--- src/rtl/acquire_trig_pkg.sv ---
`default_nettype none
// +----------------------------------------------------------------------+
// | Module  : acquire_pkg                                                |
// | Brief   : Shared state, mode and edge encodings for acquire_trig.    |
// | Revision: 1.0                                                        |
// +----------------------------------------------------------------------+
package acquire_pkg;

  typedef enum logic [1:0] {
    IDLE    = 2'd0,
    ARM     = 2'd1,
    CAPTURE = 2'd2,
    DONE    = 2'd3
  } acq_state_e;

  localparam logic MODE_SCOPE = 1'b0;
  localparam logic MODE_LA    = 1'b1;
  localparam logic EDGE_FALL  = 1'b0;
  localparam logic EDGE_RISE  = 1'b1;

endpackage
`default_nettype wire

--- src/rtl/acquire_trig_if.sv ---
`default_nettype none
// +----------------------------------------------------------------------+
// | Module  : acquire_trig_if                                            |
// | Brief   : Control, ADC and RAM-write signals of the capture engine.  |
// | Revision: 1.0                                                        |
// +----------------------------------------------------------------------+
interface acquire_trig_if #(
  parameter int DATA_W = 8,
  parameter int ADDR_W = 10
);
  logic              grant;
  logic              abort;
  logic              mode;
  logic              trig_en;
  logic              trig_edge;
  logic [DATA_W-1:0] threshold;
  logic [DATA_W-1:0] adc_data;
  logic              done;
  logic              busy;
  logic [ADDR_W-1:0] wr_addr;
  logic [DATA_W-1:0] wr_data;
  logic              wr_en;

  modport master (
    output grant, abort, mode, trig_en, trig_edge, threshold, adc_data,
    input  done, busy, wr_addr, wr_data, wr_en
  );

  modport slave (
    input  grant, abort, mode, trig_en, trig_edge, threshold, adc_data,
    output done, busy, wr_addr, wr_data, wr_en
  );
endinterface
`default_nettype wire

--- src/rtl/acquire_trig_trigger.sv ---
`default_nettype none
// +----------------------------------------------------------------------+
// | Module  : acq_trigger                                                |
// | Brief   : Latched threshold compare and edge-crossing trigger.       |
// | Revision: 1.0                                                        |
// +----------------------------------------------------------------------+
module acq_trigger
  import acquire_pkg::*;
#(
  parameter int DATA_W = 8
) (
  input  wire logic              clk,
  input  wire logic              rst_n,
  input  wire logic              load,
  input  wire logic              clr,
  input  wire logic              arm,
  input  wire logic              trig_en,
  input  wire logic              trig_edge,
  input  wire logic [DATA_W-1:0] threshold_in,
  input  wire logic [DATA_W-1:0] adc_data,
  output logic                   above,
  output logic                   trig
);

  logic [DATA_W-1:0] r_thr;
  logic              r_prev;
  logic              r_prev_vld;
  logic              w_edge_hit;

  assign above = (adc_data >= r_thr);

  assign w_edge_hit = (trig_edge == EDGE_RISE) ? (!r_prev && above)
                                               : (r_prev && !above);

  // The first ARM cycle only seeds r_prev, so an edge cannot fire on it.
  assign trig = arm && (!trig_en || (r_prev_vld && w_edge_hit));

  always_ff @(posedge clk or negedge rst_n) begin
    if (!rst_n) begin
      r_thr      <= '0;
      r_prev     <= 1'b0;
      r_prev_vld <= 1'b0;
    end else if (clr) begin
      r_prev     <= 1'b0;
      r_prev_vld <= 1'b0;
    end else if (load) begin
      r_thr      <= threshold_in;
      r_prev     <= 1'b0;
      r_prev_vld <= 1'b0;
    end else if (arm) begin
      r_prev     <= above;
      r_prev_vld <= 1'b1;
    end
  end

endmodule
`default_nettype wire

--- src/rtl/acquire_trig.sv ---
`default_nettype none
// +----------------------------------------------------------------------+
// | Module  : acquire_trig                                               |
// | Brief   : Triggered capture engine filling the sample RAM once.      |
// | Revision: 1.0                                                        |
// +----------------------------------------------------------------------+
module acquire_trig
  import acquire_pkg::*;
#(
  parameter int DATA_W = 8,
  parameter int ADDR_W = 10
) (
  input  wire logic   clk,
  input  wire logic   rst_n,
  acquire_trig_if.slave bus
);

  localparam int BIT_W = (DATA_W > 1) ? $clog2(DATA_W) : 1;

  localparam logic [1:0] c_st_idle    = IDLE;
  localparam logic [1:0] c_st_arm     = ARM;
  localparam logic [1:0] c_st_capture = CAPTURE;
  localparam logic [1:0] c_st_done    = DONE;

  logic [1:0]        r_state;
  logic              r_mode;
  logic              r_trig_en;
  logic              r_trig_edge;
  logic [ADDR_W-1:0] r_widx;
  logic              r_full;
  logic [BIT_W-1:0]  r_bitcnt;
  logic [DATA_W-1:0] r_shift;
  logic              r_wr_en;
  logic [ADDR_W-1:0] r_wr_addr;
  logic [DATA_W-1:0] r_wr_data;
  logic              r_done;

  logic              w_accept;
  logic              w_arm;
  logic              w_above;
  logic              w_trig;
  logic              w_capture;
  logic              w_word_done;
  logic [DATA_W-1:0] w_la_word;
  logic [DATA_W-1:0] w_word;

  assign w_accept = (r_state == c_st_idle) && bus.grant && !bus.abort;
  assign w_arm    = (r_state == c_st_arm) && !bus.abort;

  acq_trigger #(
    .DATA_W (DATA_W)
  ) u_trigger (
    .clk          (clk),
    .rst_n        (rst_n),
    .load         (w_accept),
    .clr          (bus.abort),
    .arm          (w_arm),
    .trig_en      (r_trig_en),
    .trig_edge    (r_trig_edge),
    .threshold_in (bus.threshold),
    .adc_data     (bus.adc_data),
    .above        (w_above),
    .trig         (w_trig)
  );

  // The trigger sample itself is captured, then one sample per CAPTURE cycle.
  assign w_capture = !bus.abort &&
                     ((w_arm && w_trig) || ((r_state == c_st_capture) && !r_full));

  always_comb begin
    w_la_word           = r_shift;
    w_la_word[r_bitcnt] = w_above;
  end

  assign w_word_done = w_capture &&
                       ((r_mode == MODE_SCOPE) || (r_bitcnt == BIT_W'(DATA_W - 1)));
  assign w_word      = (r_mode == MODE_SCOPE) ? bus.adc_data : w_la_word;

  always_ff @(posedge clk or negedge rst_n) begin
    if (!rst_n) begin
      r_state     <= c_st_idle;
      r_mode      <= MODE_SCOPE;
      r_trig_en   <= 1'b0;
      r_trig_edge <= EDGE_FALL;
      r_widx      <= '0;
      r_full      <= 1'b0;
      r_bitcnt    <= '0;
      r_shift     <= '0;
      r_wr_en     <= 1'b0;
      r_wr_addr   <= '0;
      r_wr_data   <= '0;
      r_done      <= 1'b0;
    end else begin
      r_wr_en <= 1'b0;
      r_done  <= 1'b0;
      if (bus.abort) begin
        r_state   <= c_st_idle;
        r_widx    <= '0;
        r_full    <= 1'b0;
        r_bitcnt  <= '0;
        r_shift   <= '0;
        r_wr_addr <= '0;
      end else begin
        case (r_state)
          c_st_idle: begin
            if (bus.grant) begin
              r_state     <= c_st_arm;
              r_mode      <= bus.mode;
              r_trig_en   <= bus.trig_en;
              r_trig_edge <= bus.trig_edge;
            end
          end
          c_st_arm: begin
            if (w_trig) r_state <= c_st_capture;
          end
          c_st_capture: begin
            // r_full means the final word is on the write port this cycle.
            if (r_full) begin
              r_state   <= c_st_done;
              r_done    <= 1'b1;
              r_widx    <= '0;
              r_full    <= 1'b0;
              r_wr_addr <= '0;
            end
          end
          c_st_done: r_state <= c_st_idle;
          default:   r_state <= c_st_idle;
        endcase

        if (w_capture) begin
          if (r_mode == MODE_LA) begin
            if (w_word_done) begin
              r_bitcnt <= '0;
              r_shift  <= '0;
            end else begin
              r_bitcnt <= r_bitcnt + BIT_W'(1);
              r_shift  <= w_la_word;
            end
          end
          if (w_word_done) begin
            r_wr_en   <= 1'b1;
            r_wr_addr <= r_widx;
            r_wr_data <= w_word;
            r_widx    <= r_widx + ADDR_W'(1);
            if (&r_widx) r_full <= 1'b1;
          end
        end
      end
    end
  end

  assign bus.busy    = (r_state == c_st_arm) || (r_state == c_st_capture);
  assign bus.done    = r_done;
  assign bus.wr_en   = r_wr_en;
  assign bus.wr_addr = r_wr_addr;
  assign bus.wr_data = r_wr_data;

endmodule
`default_nettype wire

--- src/flat_wrapper.sv ---
// flat-port wrapper written by rule: the top's interface ports become plain ports
module acquire_trig_flat import acquire_pkg::*;
#(
  parameter int DATA_W = 8,
  parameter int ADDR_W = 10
)
  (clk, rst_n, bus_grant, bus_abort, bus_mode, bus_trig_en, bus_trig_edge, bus_threshold, bus_adc_data, bus_done, bus_busy, bus_wr_addr, bus_wr_data, bus_wr_en);
  acquire_trig_if #(.DATA_W(DATA_W), .ADDR_W(ADDR_W)) bus_i ();
  input  wire logic clk;
  input  wire logic rst_n;
  input wire logic [$bits(bus_i.grant)-1:0] bus_grant;
  input wire logic [$bits(bus_i.abort)-1:0] bus_abort;
  input wire logic [$bits(bus_i.mode)-1:0] bus_mode;
  input wire logic [$bits(bus_i.trig_en)-1:0] bus_trig_en;
  input wire logic [$bits(bus_i.trig_edge)-1:0] bus_trig_edge;
  input wire logic [$bits(bus_i.threshold)-1:0] bus_threshold;
  input wire logic [$bits(bus_i.adc_data)-1:0] bus_adc_data;
  output wire logic [$bits(bus_i.done)-1:0] bus_done;
  output wire logic [$bits(bus_i.busy)-1:0] bus_busy;
  output wire logic [$bits(bus_i.wr_addr)-1:0] bus_wr_addr;
  output wire logic [$bits(bus_i.wr_data)-1:0] bus_wr_data;
  output wire logic [$bits(bus_i.wr_en)-1:0] bus_wr_en;
  assign bus_i.grant = bus_grant;
  assign bus_i.abort = bus_abort;
  assign bus_i.mode = bus_mode;
  assign bus_i.trig_en = bus_trig_en;
  assign bus_i.trig_edge = bus_trig_edge;
  assign bus_i.threshold = bus_threshold;
  assign bus_i.adc_data = bus_adc_data;
  assign bus_done = bus_i.done;
  assign bus_busy = bus_i.busy;
  assign bus_wr_addr = bus_i.wr_addr;
  assign bus_wr_data = bus_i.wr_data;
  assign bus_wr_en = bus_i.wr_en;
  acquire_trig #(.DATA_W(DATA_W), .ADDR_W(ADDR_W)) u_core (.clk(clk), .rst_n(rst_n), .bus(bus_i));
endmodule
--- config.mk ---
export PLATFORM = sky130hd
export DESIGN_NAME = acquire_trig_flat
export DESIGN_NICKNAME = d
export VERILOG_FILES = /design/src/rtl/acquire_trig_pkg.sv /design/src/rtl/acquire_trig_if.sv /design/src/rtl/acquire_trig_trigger.sv /design/src/rtl/acquire_trig.sv /design/src/flat_wrapper.sv
export SDC_FILE = /design/constraint.sdc
export NUM_CORES = 1
export LEC_CHECK = 0
export BUFFER_PORTS_ARGS = -buffer_cell sky130_fd_sc_hd__buf_4
export CORE_MARGIN = 3
export CORE_UTILIZATION = 30
export CTS_CLUSTER_DIAMETER = 60
export DETAILED_ROUTE_END_ITERATION = 8
export GPL_TIMING_DRIVEN = 0
export SLEW_MARGIN = 25
export SYNTH_ARGS = -nofsm -noshare
export SYNTH_HDL_FRONTEND = slang
export SYNTH_SLANG_ARGS = --single-unit
--- constraint.sdc ---
create_clock -name clk -period 7.15 [get_ports clk]
set_clock_uncertainty 0.1 [all_clocks]
set_input_delay 1.0725 -clock clk [delete_from_list [all_inputs] [get_ports clk]]
set_output_delay 1.0725 -clock clk [all_outputs]
set_load 0.02 [all_outputs]
==> results of run 1 <==
## state kept, by name, indices dropped and copies added, names as in the netlist
| register | count |
|---|---|
| u_core.bus.wr_data | 8 |
| u_core.u_trigger.r_prev | 1 |
| u_core.r_state | 2 |
| u_core.r_mode | 1 |
| u_core.u_trigger.r_prev_vld | 1 |
| u_core.bus.done | 1 |
| u_core.r_widx | 10 |
| u_core.u_trigger.r_thr | 8 |
| u_core.r_trig_edge | 1 |
| u_core.bus.wr_addr | 10 |
| u_core.r_shift | 8 |
| u_core.bus.wr_en | 1 |
| u_core.r_bitcnt | 3 |
| u_core.r_full | 1 |
| u_core.r_trig_en | 1 |
## layer usage
layer  track usage (%)  part of all wire [%]  up-vias
met5                 0                     0        -
met4              6.85                   2.7        0
met3              2.43                   3.3       16
met2              21.4                    46       41
met1              17.8                    48     1171
li1                  -                     -     1173
## cell usage in the layout (no fill, tap or decap), types with 2 or more instances in the layout
cell type,count
dfrtp_1,57
buf_4,45
o21ai_0,25
nor2_1,25
nand2_1,23
inv_1,21
mux2_2,20
nand3_1,17
ha_1,15
a22o_1,14
a21oi_1,12
clkbuf_1,11
clkbuf_8,11
mux2i_1,10
nor3_1,7
and3_1,5
nand2b_1,3
buf_6,3
nand3b_1,3
a31oi_1,3
a32oi_1,3
a211oi_1,2
nor3b_1,2
o31ai_2,2
clkinv_2,2
## path summary, 6_finish.rpt
kind,end,depth (start not counted),start,slack [ps]
setup / recovery,u_core.r_shift[4],11,bus_adc_data[0],3980
hold / removal,u_core.r_shift[4],1,u_core.r_shift[4],400
setup reg to reg,u_core.r_shift[4],9,u_core.u_trigger.r_thr[0],4480
hold reg to reg,u_core.r_shift[4],1,u_core.r_shift[4],400
max in group asynchronous,u_core.r_full,1,rst_n,5770
min in group asynchronous,u_core.bus.wr_data[0],1,rst_n,690
## report_power, final
group | switching (mW) | internal, mW
Sequential | 0.0460 | 0.396
Combinational | 0.271 | 0.205
Clock | 0.126 | 0.177
## cells by family (layout without fill, tap and decap cells)
kind of cell	count (synthesis)	in the layout	synth area share, %
AOI/OAI and AO/OA	71	71	15.9
muxes	30	30	10.8
and+or+nand+nor	91	91	14.4
buffers and inverters	37	95	5.63
DFF	57	57	47.2
adders and majority gates	15	15	6.21
## worst max-delay path: cells and delay by family
kind | cells | cell delay (ps)
simple gates | 4 | 720
compound gates | 3 | 970
fa+ha+maj | 1 | 270
buf+inv | 3 | 260
## cell type report
cell class | count | share of cell area (%)
plain buffers | 16 | 2.46
clock inverters | 3 | 1.08
well taps | 133 | 4.49
flip-flops and latches | 57 | 38.5
repair buffers | 43 | 8.70
multi-input cells | 207 | 38.5
clock buffers | 12 | 4.18
inverters | 21 | 2.13
## stage by stage
step                total power, mW  hold WS (ps)  worst slack, ps  std cells
floorplan                     0.780           360             3940        301
global placement              0.917           378             3640        477
detailed placement            0.930           384             3620        477
CTS                            1.24           407             3980        492
global route                   1.32           425             3810        492
finish                         1.22           402             3980        492
==> impl_metrics.py, run 1 <==
metrics = {
    "cts": {
        "cts_buffer_depth": 2,
        "cts_buffers": 9,
        "clk_latency_ps": 340,
        "cts_setup_buffers": 0,
        "cts_root_buf": "clkbuf_8",
        "cts_resized": 0,
        "cts_hold_buf": 0,
        "htreeDepth": 3,
        "numClockSinks": 57,
        "cts_tree": "yes",
        "path_clk_slew_ps": 60,
    },
    "worst_setup_path": {
        "critPathKind": "in2reg",
        "end_kind": "flip-flop",
        "start_kind": "input pin",
        "critPathMaxStageDelay_ps": 450,
        "required_ps": 7270,
        "cp_max_fo": 10,
        "cp_cell_sequence": "buf_4, inv_1, ha_1, nand2b_1, a2111o_1, and3b_4, o31ai_2, nand2_2, and2_4, buf_6, a22o_1",
        "critPathArrivalTime_ps": 3290,
        "worst_path_max_delay_cell": "a2111o_1",
    },
    "routing": {
        "final_antenna_net_count": 0,
        "firstDrtPassIters": 4,
        "via_count": 2401,
        "drc": 0,
        "wirelength_mm": 7.00,
        "vias_per_cell": 4.88,
        "wl_per_cell_um": 14.2,
        "first_iter_violations": 108,
    },
    "timing": {
        "min_period_ps": 3170,
        "drv_slew": 0,
        "hold_violations": 0,
        "slew_headroom_pct": 51.5,
        "min_period_over_period_pct": 44.3,
        "tightest_slew_ps": 727,
        "setup_viol_count_final": 0,
        "rsz0062_at_grt": "false",
        "tns_ps": 0,
        "max_clock_freq_mhz": 316,
    },
    "floorplanning": {
        "coreArea_um2": 9770,
        "die_x_um": 106,
        "dieHeight_um": 106,
        "rows": 36,
        "die_area_um2": 11300,
        "boundaryPins": 44,
        "initial_core_util_pct": 30.9,
    },
    "grt": {
        "antenna_found_initial": 0,
        "grt_pass1_vias": 2496,
        "grt_max_degree": 58,
        "grt_util_all_layers_pct": 13.6,
        "grt_overflow_total": 0,
        "grt_pass1_wl_mm": 12.3,
    },
    "yosys": {
        "yosysTopAreaCell": "dfrtp_1",
        "syn_area_um2": 3020,
        "synthFlopType": "dfrtp_1",
        "synth_top_area_share_pct": 47.2,
        "synth_cells": 301,
        "synthesis.nets": 339,
        "ys_top_cells_by_count": "57 x dfrtp_1, 25 x nor2_1, 25 x o21ai_0",
        "synth_area_leaders": "dfrtp_1 47%, mux2_2 7.4%, ha_1 6.2%",
        "yosysWarnings": 0,
        "async_reset_ff_share_pct": 100,
        "avgSynthCellArea_um2": 10.0,
        "synth_cell_types": 40,
        "synth_edf_count": 0,
        "seq_area_frac_synth_pct": 47.2,
        "ys_ff_latch": 57,
        "synth.most_common_cell": "dfrtp_1",
    },
    "placement": {
        "io_buffers": 43,
        "dp_hpwl_mm": 5.07,
        "dpl_cell_area_um2": 3510,
        "gp_congestion": 0.802,
    },
    "layout": {
        "seq_area_um2": 1430,
        "area_delta_synth_final_pct": 22.6,
        "nFillCells": 1006,
        "diodes": 0,
        "nets": 393,
        "final_area_um2": 3710,
        "fin_util_pct": 37.9,
        "multi_input_area_um2": 1430,
        "drive_gt1_share_pct": 24.8,
    },
    "flow_run": {
        "drv_cap": 0,
    },
    "power_and_ir_drop": {
        "vdd_drop_max_mv": 0.106,
        "power_per_cell_area_nw_per_um2": 329,
        "power.leakage_nw": 1.73,
    },
    "worst_hold_path": {
        "hp-class": "reg2reg",
    },
    "outcome": {
        "status": "finished, final reports clean",
    },
}
No activity file was read; power rests on OpenSTA's default activity.
==> inputs of run 2 (changes only) <==
==> constraint.sdc (replaced) <==
create_clock -name clk -period 2.7 [get_ports clk]
set_clock_uncertainty 0.1 [all_clocks]
set_input_delay 0.405 -clock clk [delete_from_list [all_inputs] [get_ports clk]]
set_output_delay 0.405 -clock clk [all_outputs]
set_load 0.02 [all_outputs]
==> impl_metrics.py, run 2 (synthesized netlist as in run 1, its figures left out) <==
metrics = {
    "layout": {
        "layout_common_cells": "57 x dfrtp_1, 48 x buf_4, 25 x o21ai_0, 25 x nor2_1, 23 x nand2_1",
        "nets": 395,
        "diodes": 0,
        "final_common_cell": "dfrtp_1",
        "finalNonFillerCells": 494,
        "area_delta_synth_final_pct": 24.5,
        "nFillCells": 1002,
        "final_area_um2": 3760,
        "drive_gt1_share_pct": 26.0,
    },
    "worst_setup_path": {
        "critPathKind": "reg2reg",
        "start_kind": "flip-flop",
        "required_ps": 2820,
        "cp_max_fo": 5,
        "end_kind": "flip-flop",
        "reg2reg_slack_ps": 170,
        "critPathArrivalTime_ps": 2650,
    },
    "cts": {
        "cts_buffer_depth": 2,
        "cts_hold_buf": 0,
        "cts_tree": "yes",
        "clk_latency_ps": 340,
        "cts_root_buf": "clkbuf_8",
        "htreeDepth": 3,
        "numClockSinks": 57,
        "path_clk_slew_ps": 70,
        "cts_buffers": 9,
    },
    "timing": {
        "tightest_slew_ps": 739,
        "slew_headroom_pct": 50.7,
        "rsz0062_at_grt": "false",
        "min_period_ps": 2530,
        "setup_viol_count_final": 0,
        "min_period_over_period_pct": 93.8,
        "hold_violations": 0,
        "max_clock_freq_mhz": 395,
        "drv_slew": 0,
    },
    "power_and_ir_drop": {
        "power.leakage_nw": 1.75,
        "total_power_mw": 3.30,
        "power_per_cell_area_nw_per_um2": 876,
        "vdd_drop_max_mv": 0.281,
    },
    "routing": {
        "wl_per_cell_um": 14.5,
        "firstDrtPassIters": 4,
        "drc": 0,
        "wirelength_mm": 7.19,
        "first_iter_violations": 110,
        "final_antenna_net_count": 0,
        "vias_per_cell": 4.94,
        "via_count": 2440,
    },
    "grt": {
        "grt_pass1_wl_mm": 12.3,
        "antenna_found_initial": 0,
        "grt_pass1_vias": 2493,
        "grt_overflow_total": 0,
        "grt_max_degree": 58,
        "grt_util_all_layers_pct": 13.5,
    },
    "floorplanning": {
        "boundaryPins": 44,
        "rows": 36,
        "initial_core_util_pct": 30.9,
        "dieHeight_um": 106,
        "coreArea_um2": 9770,
        "die_area_um2": 11300,
        "die_x_um": 106,
    },
    "placement": {
        "placed_cells_incl_taps": 477,
        "dp_hpwl_mm": 5.07,
        "dpl_cell_area_um2": 3510,
        "io_buffers": 43,
        "gp_congestion": 0.802,
    },
    "flow_run": {
        "drv_cap": 0,
    },
    "worst_hold_path": {
        "hp-class": "in2async",
    },
    "outcome": {
        "status": "finished, final reports clean",
    },
}
-- run 2: what timing repair did --
item / 4_1_cts / 5_1_grt
setup endpoints to repair: 0 / 36
gates resized for setup: 0 / 10
setup buffers: 0 / 1
-- run 2: metrics by stage --
step	util (%)	setup TNS [ps]	hold slack (ps)	setup slack, ps
5_1_grt	38.5	0	90.4	0.0588
4_1_cts	37.9	0	56.7	8.56
3_3_place_gp	35.9	-2490	378	-140
2_1_floorplan	-	0	9.41	154
6_report	38.5	0	17.9	169
3_5_place_dp	35.9	-3240	384	-167
-- run 2: worst paths after layout --
path	start	cells past startpoint	to
worst max-delay path	u_core.u_trigger.r_thr[0]	9	u_core.r_shift[7]
worst min-delay path	rst_n	1	u_core.bus.wr_data[0]
worst max register to register	u_core.u_trigger.r_thr[0]	9	u_core.r_shift[7]
worst min register to register	u_core.r_shift[4]	1	u_core.r_shift[4]
max in group asynchronous	rst_n	1	u_core.r_full
min in group clk	bus_threshold[1]	2	u_core.u_trigger.r_thr[1]
-- run 2: where the power goes --
| group | switching [mW] | internal [mW] |
|---|---|---|
| sequential | 0.123 | 1.05 |
| combinational | 0.753 | 0.567 |
| clock | 0.338 | 0.469 |
-- run 2: cell type report --
class	instances	area (um^2)	area share, %
Inverter	21	78.8	2.09
Sequential cell	57	1430	37.9
Multi-Input combinational cell	207	1470	38.9
Buffer	16	93.8	2.49
Timing Repair Buffer	45	338	8.97
Tap cell	133	166	4.42
Clock buffer	12	155	4.12
Clock inverter	3	40.0	1.06
-- run 2: worst max-delay path, stage by stage (launching register included) --
cell,delay (ps)
dfrtp_1,380
ha_1,260
nand2b_1,140
a2111o_1,430
a21oi_4,220
o31ai_4,110
a21oi_2,220
o22ai_2,120
buf_4,210
a22o_1,220
-- run 2: per-layer routing --
layer / wire length [um] / GRT usage (%) / vias up
li1: - / - / 1182
met1: 3480 / 17.8 / 1202
met5: 0 / 0 / -
met4: 163 / 5.37 / 0
met2: 3310 / 21.6 / 41
met3: 231 / 2.98 / 15
==> inputs of run 3 (changes only) <==
--- a/config.mk
+++ b/config.mk
@@ -5,12 +5,14 @@
 export SDC_FILE = /design/constraint.sdc
 export NUM_CORES = 1
 export LEC_CHECK = 0
+export ABC_CLOCK_PERIOD_IN_PS = 2700
 export BUFFER_PORTS_ARGS = -buffer_cell sky130_fd_sc_hd__buf_4
 export CORE_MARGIN = 3
-export CORE_UTILIZATION = 30
+export CORE_UTILIZATION = 51
 export CTS_CLUSTER_DIAMETER = 60
 export DETAILED_ROUTE_END_ITERATION = 8
 export GPL_TIMING_DRIVEN = 0
+export PLACE_DENSITY = 0.84
 export SLEW_MARGIN = 25
 export SYNTH_ARGS = -nofsm -noshare
 export SYNTH_HDL_FRONTEND = slang
==> impl_metrics.py, run 3 (synthesized netlist as in run 1, its figures left out) <==
metrics = {
    "outcome": {
        "status": "finished, final reports clean",
    },
    "timing": {
        "slew_headroom_pct": 52.7,
        "tightest_slew_ps": 710,
        "whs_ps": 29.5,
        "min_period_ps": 2610,
        "min_period_over_period_pct": 96.5,
        "tns_ps": 0,
        "setup_viol_count_final": 0,
        "hold_violations": 0,
        "drv_slew": 0,
        "max_clock_freq_mhz": 384,
    },
    "routing": {
        "drc": 0,
        "final_antenna_net_count": 0,
        "first_iter_violations": 154,
        "vias_per_cell": 5.71,
        "wirelength_mm": 6.81,
        "wl_per_cell_um": 15.8,
        "via_count": 2467,
        "firstDrtPassIters": 4,
    },
    "power_and_ir_drop": {
        "power_per_cell_area_nw_per_um2": 872,
        "power.leakage_nw": 1.73,
        "vdd_drop_max_mv": 0.578,
    },
    "cts": {
        "numClockSinks": 57,
        "cts_buffers": 9,
        "htreeDepth": 3,
        "cts_hold_buf": 0,
        "cts_buffer_depth": 2,
        "cts_tree": "yes",
        "clk_latency_ps": 330,
        "path_clk_slew_ps": 60,
        "cts_root_buf": "clkbuf_8",
    },
    "worst_setup_path": {
        "rr_worst_depth": 10,
        "rr_startpoint": "u_core.u_trigger.r_thr[0]",
        "cp_cell_sequence": "ha_1, nand2b_1, a2111o_1, and3b_4, o31ai_4, a21oi_1, buf_4, buf_2, nand2_1, o21ai_0",
        "end_kind": "flip-flop",
        "required_ps": 2810,
        "critPathMaxStageDelay_ps": 440,
        "worst_path_max_delay_cell": "a2111o_1",
        "critPathArrivalTime_ps": 2710,
        "crit_path_start": "u_core.u_trigger.r_thr[0]",
        "cp_max_fo": 10,
        "critPathKind": "reg2reg",
        "start_kind": "flip-flop",
    },
    "flow_run": {
        "drv_cap": 0,
    },
    "layout": {
        "drive_gt1_share_pct": 25.8,
        "layout_common_cells": "57 x dfrtp_1, 46 x buf_4, 25 x o21ai_0, 25 x nor2_1, 23 x nand2_1",
        "final_common_cell": "dfrtp_1",
        "nets": 395,
        "finalNonFillerCells": 432,
        "diodes": 0,
        "area_delta_synth_final_pct": 20.8,
        "fin_util_pct": 65.1,
    },
    "worst_hold_path": {
        "hp-class": "in2async",
    },
    "grt": {
        "grt_pass1_wl_mm": 11.5,
        "grt_pass1_vias": 2438,
        "antenna_found_initial": 0,
        "grt_util_all_layers_pct": 20.8,
        "grt_overflow_total": 0,
        "grt_max_degree": 58,
    },
    "floorplanning": {
        "coreArea_um2": 5610,
        "dieHeight_um": 83.0,
        "rows": 27,
        "die_x_um": 83.0,
        "boundaryPins": 44,
        "die_area_um2": 6890,
        "initial_core_util_pct": 53.9,
    },
    "placement": {
        "dp_hpwl_mm": 4.78,
        "io_buffers": 43,
        "placed_cells_incl_taps": 416,
        "gp_congestion": 0.856,
    },
}
==> run 3: changes by cell type in the layout (fill, tap and decap cells not counted) <==
cell	before	now
clkbuf_1	11	10
buf_4	48	46
clkinvlp_4	0	1
a21oi_2	2	1
bufinv_16	1	0
buf_2	0	2
a21oi_1	10	11
==> run 3: metal layers <==
metal  track usage [%]  vias to the layer above  wire length [um]
li1                  -                     1181                 -
met3              5.56                       14               276
met5                 0                        -                 0
met2              32.2                       56              3240
met4              8.47                        0               130
met1              27.7                     1216              3170
==> run 3: worst paths after layout <==
check,endpoint,slack (ps)
min in group clk,u_core.u_trigger.r_prev_vld,190
setup / recovery,u_core.bus.wr_addr[8],90
hold reg to reg,u_core.u_trigger.r_thr[4],400
hold / removal,u_core.bus.wr_data[0],30
setup reg to reg,u_core.bus.wr_addr[8],90
max in group asynchronous,u_core.r_widx[9],2010
==> run 3: power by group <==
| part | total, mW | internal (mW) | switching, mW |
|---|---|---|---|
| registers | 1.18 | 1.05 | 0.130 |
| logic | 1.31 | 0.563 | 0.751 |
| clock network | 0.693 | 0.369 | 0.324 |
==> run 3: layout make-up <==
class,instances,area [um^2]
clock buffers,11,151
inverters,21,78.8
plain buffers,16,91.3
clock inverters,3,17.5
flip-flops and latches,57,1430
multi-input cells,207,1460
repair buffers,45,335
fillers,465,1950
well taps,72,90.1
==> run 3: worst max-delay path, delay by kind of cell, from the launching register on <==
kind	cells	cell delay [ps]
compound gates	4	860
fa+ha+maj	1	270
buf+inv	2	390
flops	1	390
simple gates	3	460
==> run 3: per-stage QoR <==
stage | total power, mW | setup WS [ps] | area (um^2)
2_1_floorplan | 2.07 | 154 | 3020
3_3_place_gp | 2.39 | -99.8 | 3440
3_5_place_dp | 2.46 | -138 | 3440
4_1_cts | 3.16 | 4.79 | 3610
5_1_grt | 3.41 | -4.84 | 3650
6_report | 3.19 | 93.7 | 3650
==> run 3: timing repair <==
action | 4_1_cts | 5_1_grt
endpoints found under the hold margin | 0 | 0
gates resized for setup | 0 | 6
setup buffers | 0 | 1
setup endpoints to repair | 0 | 31
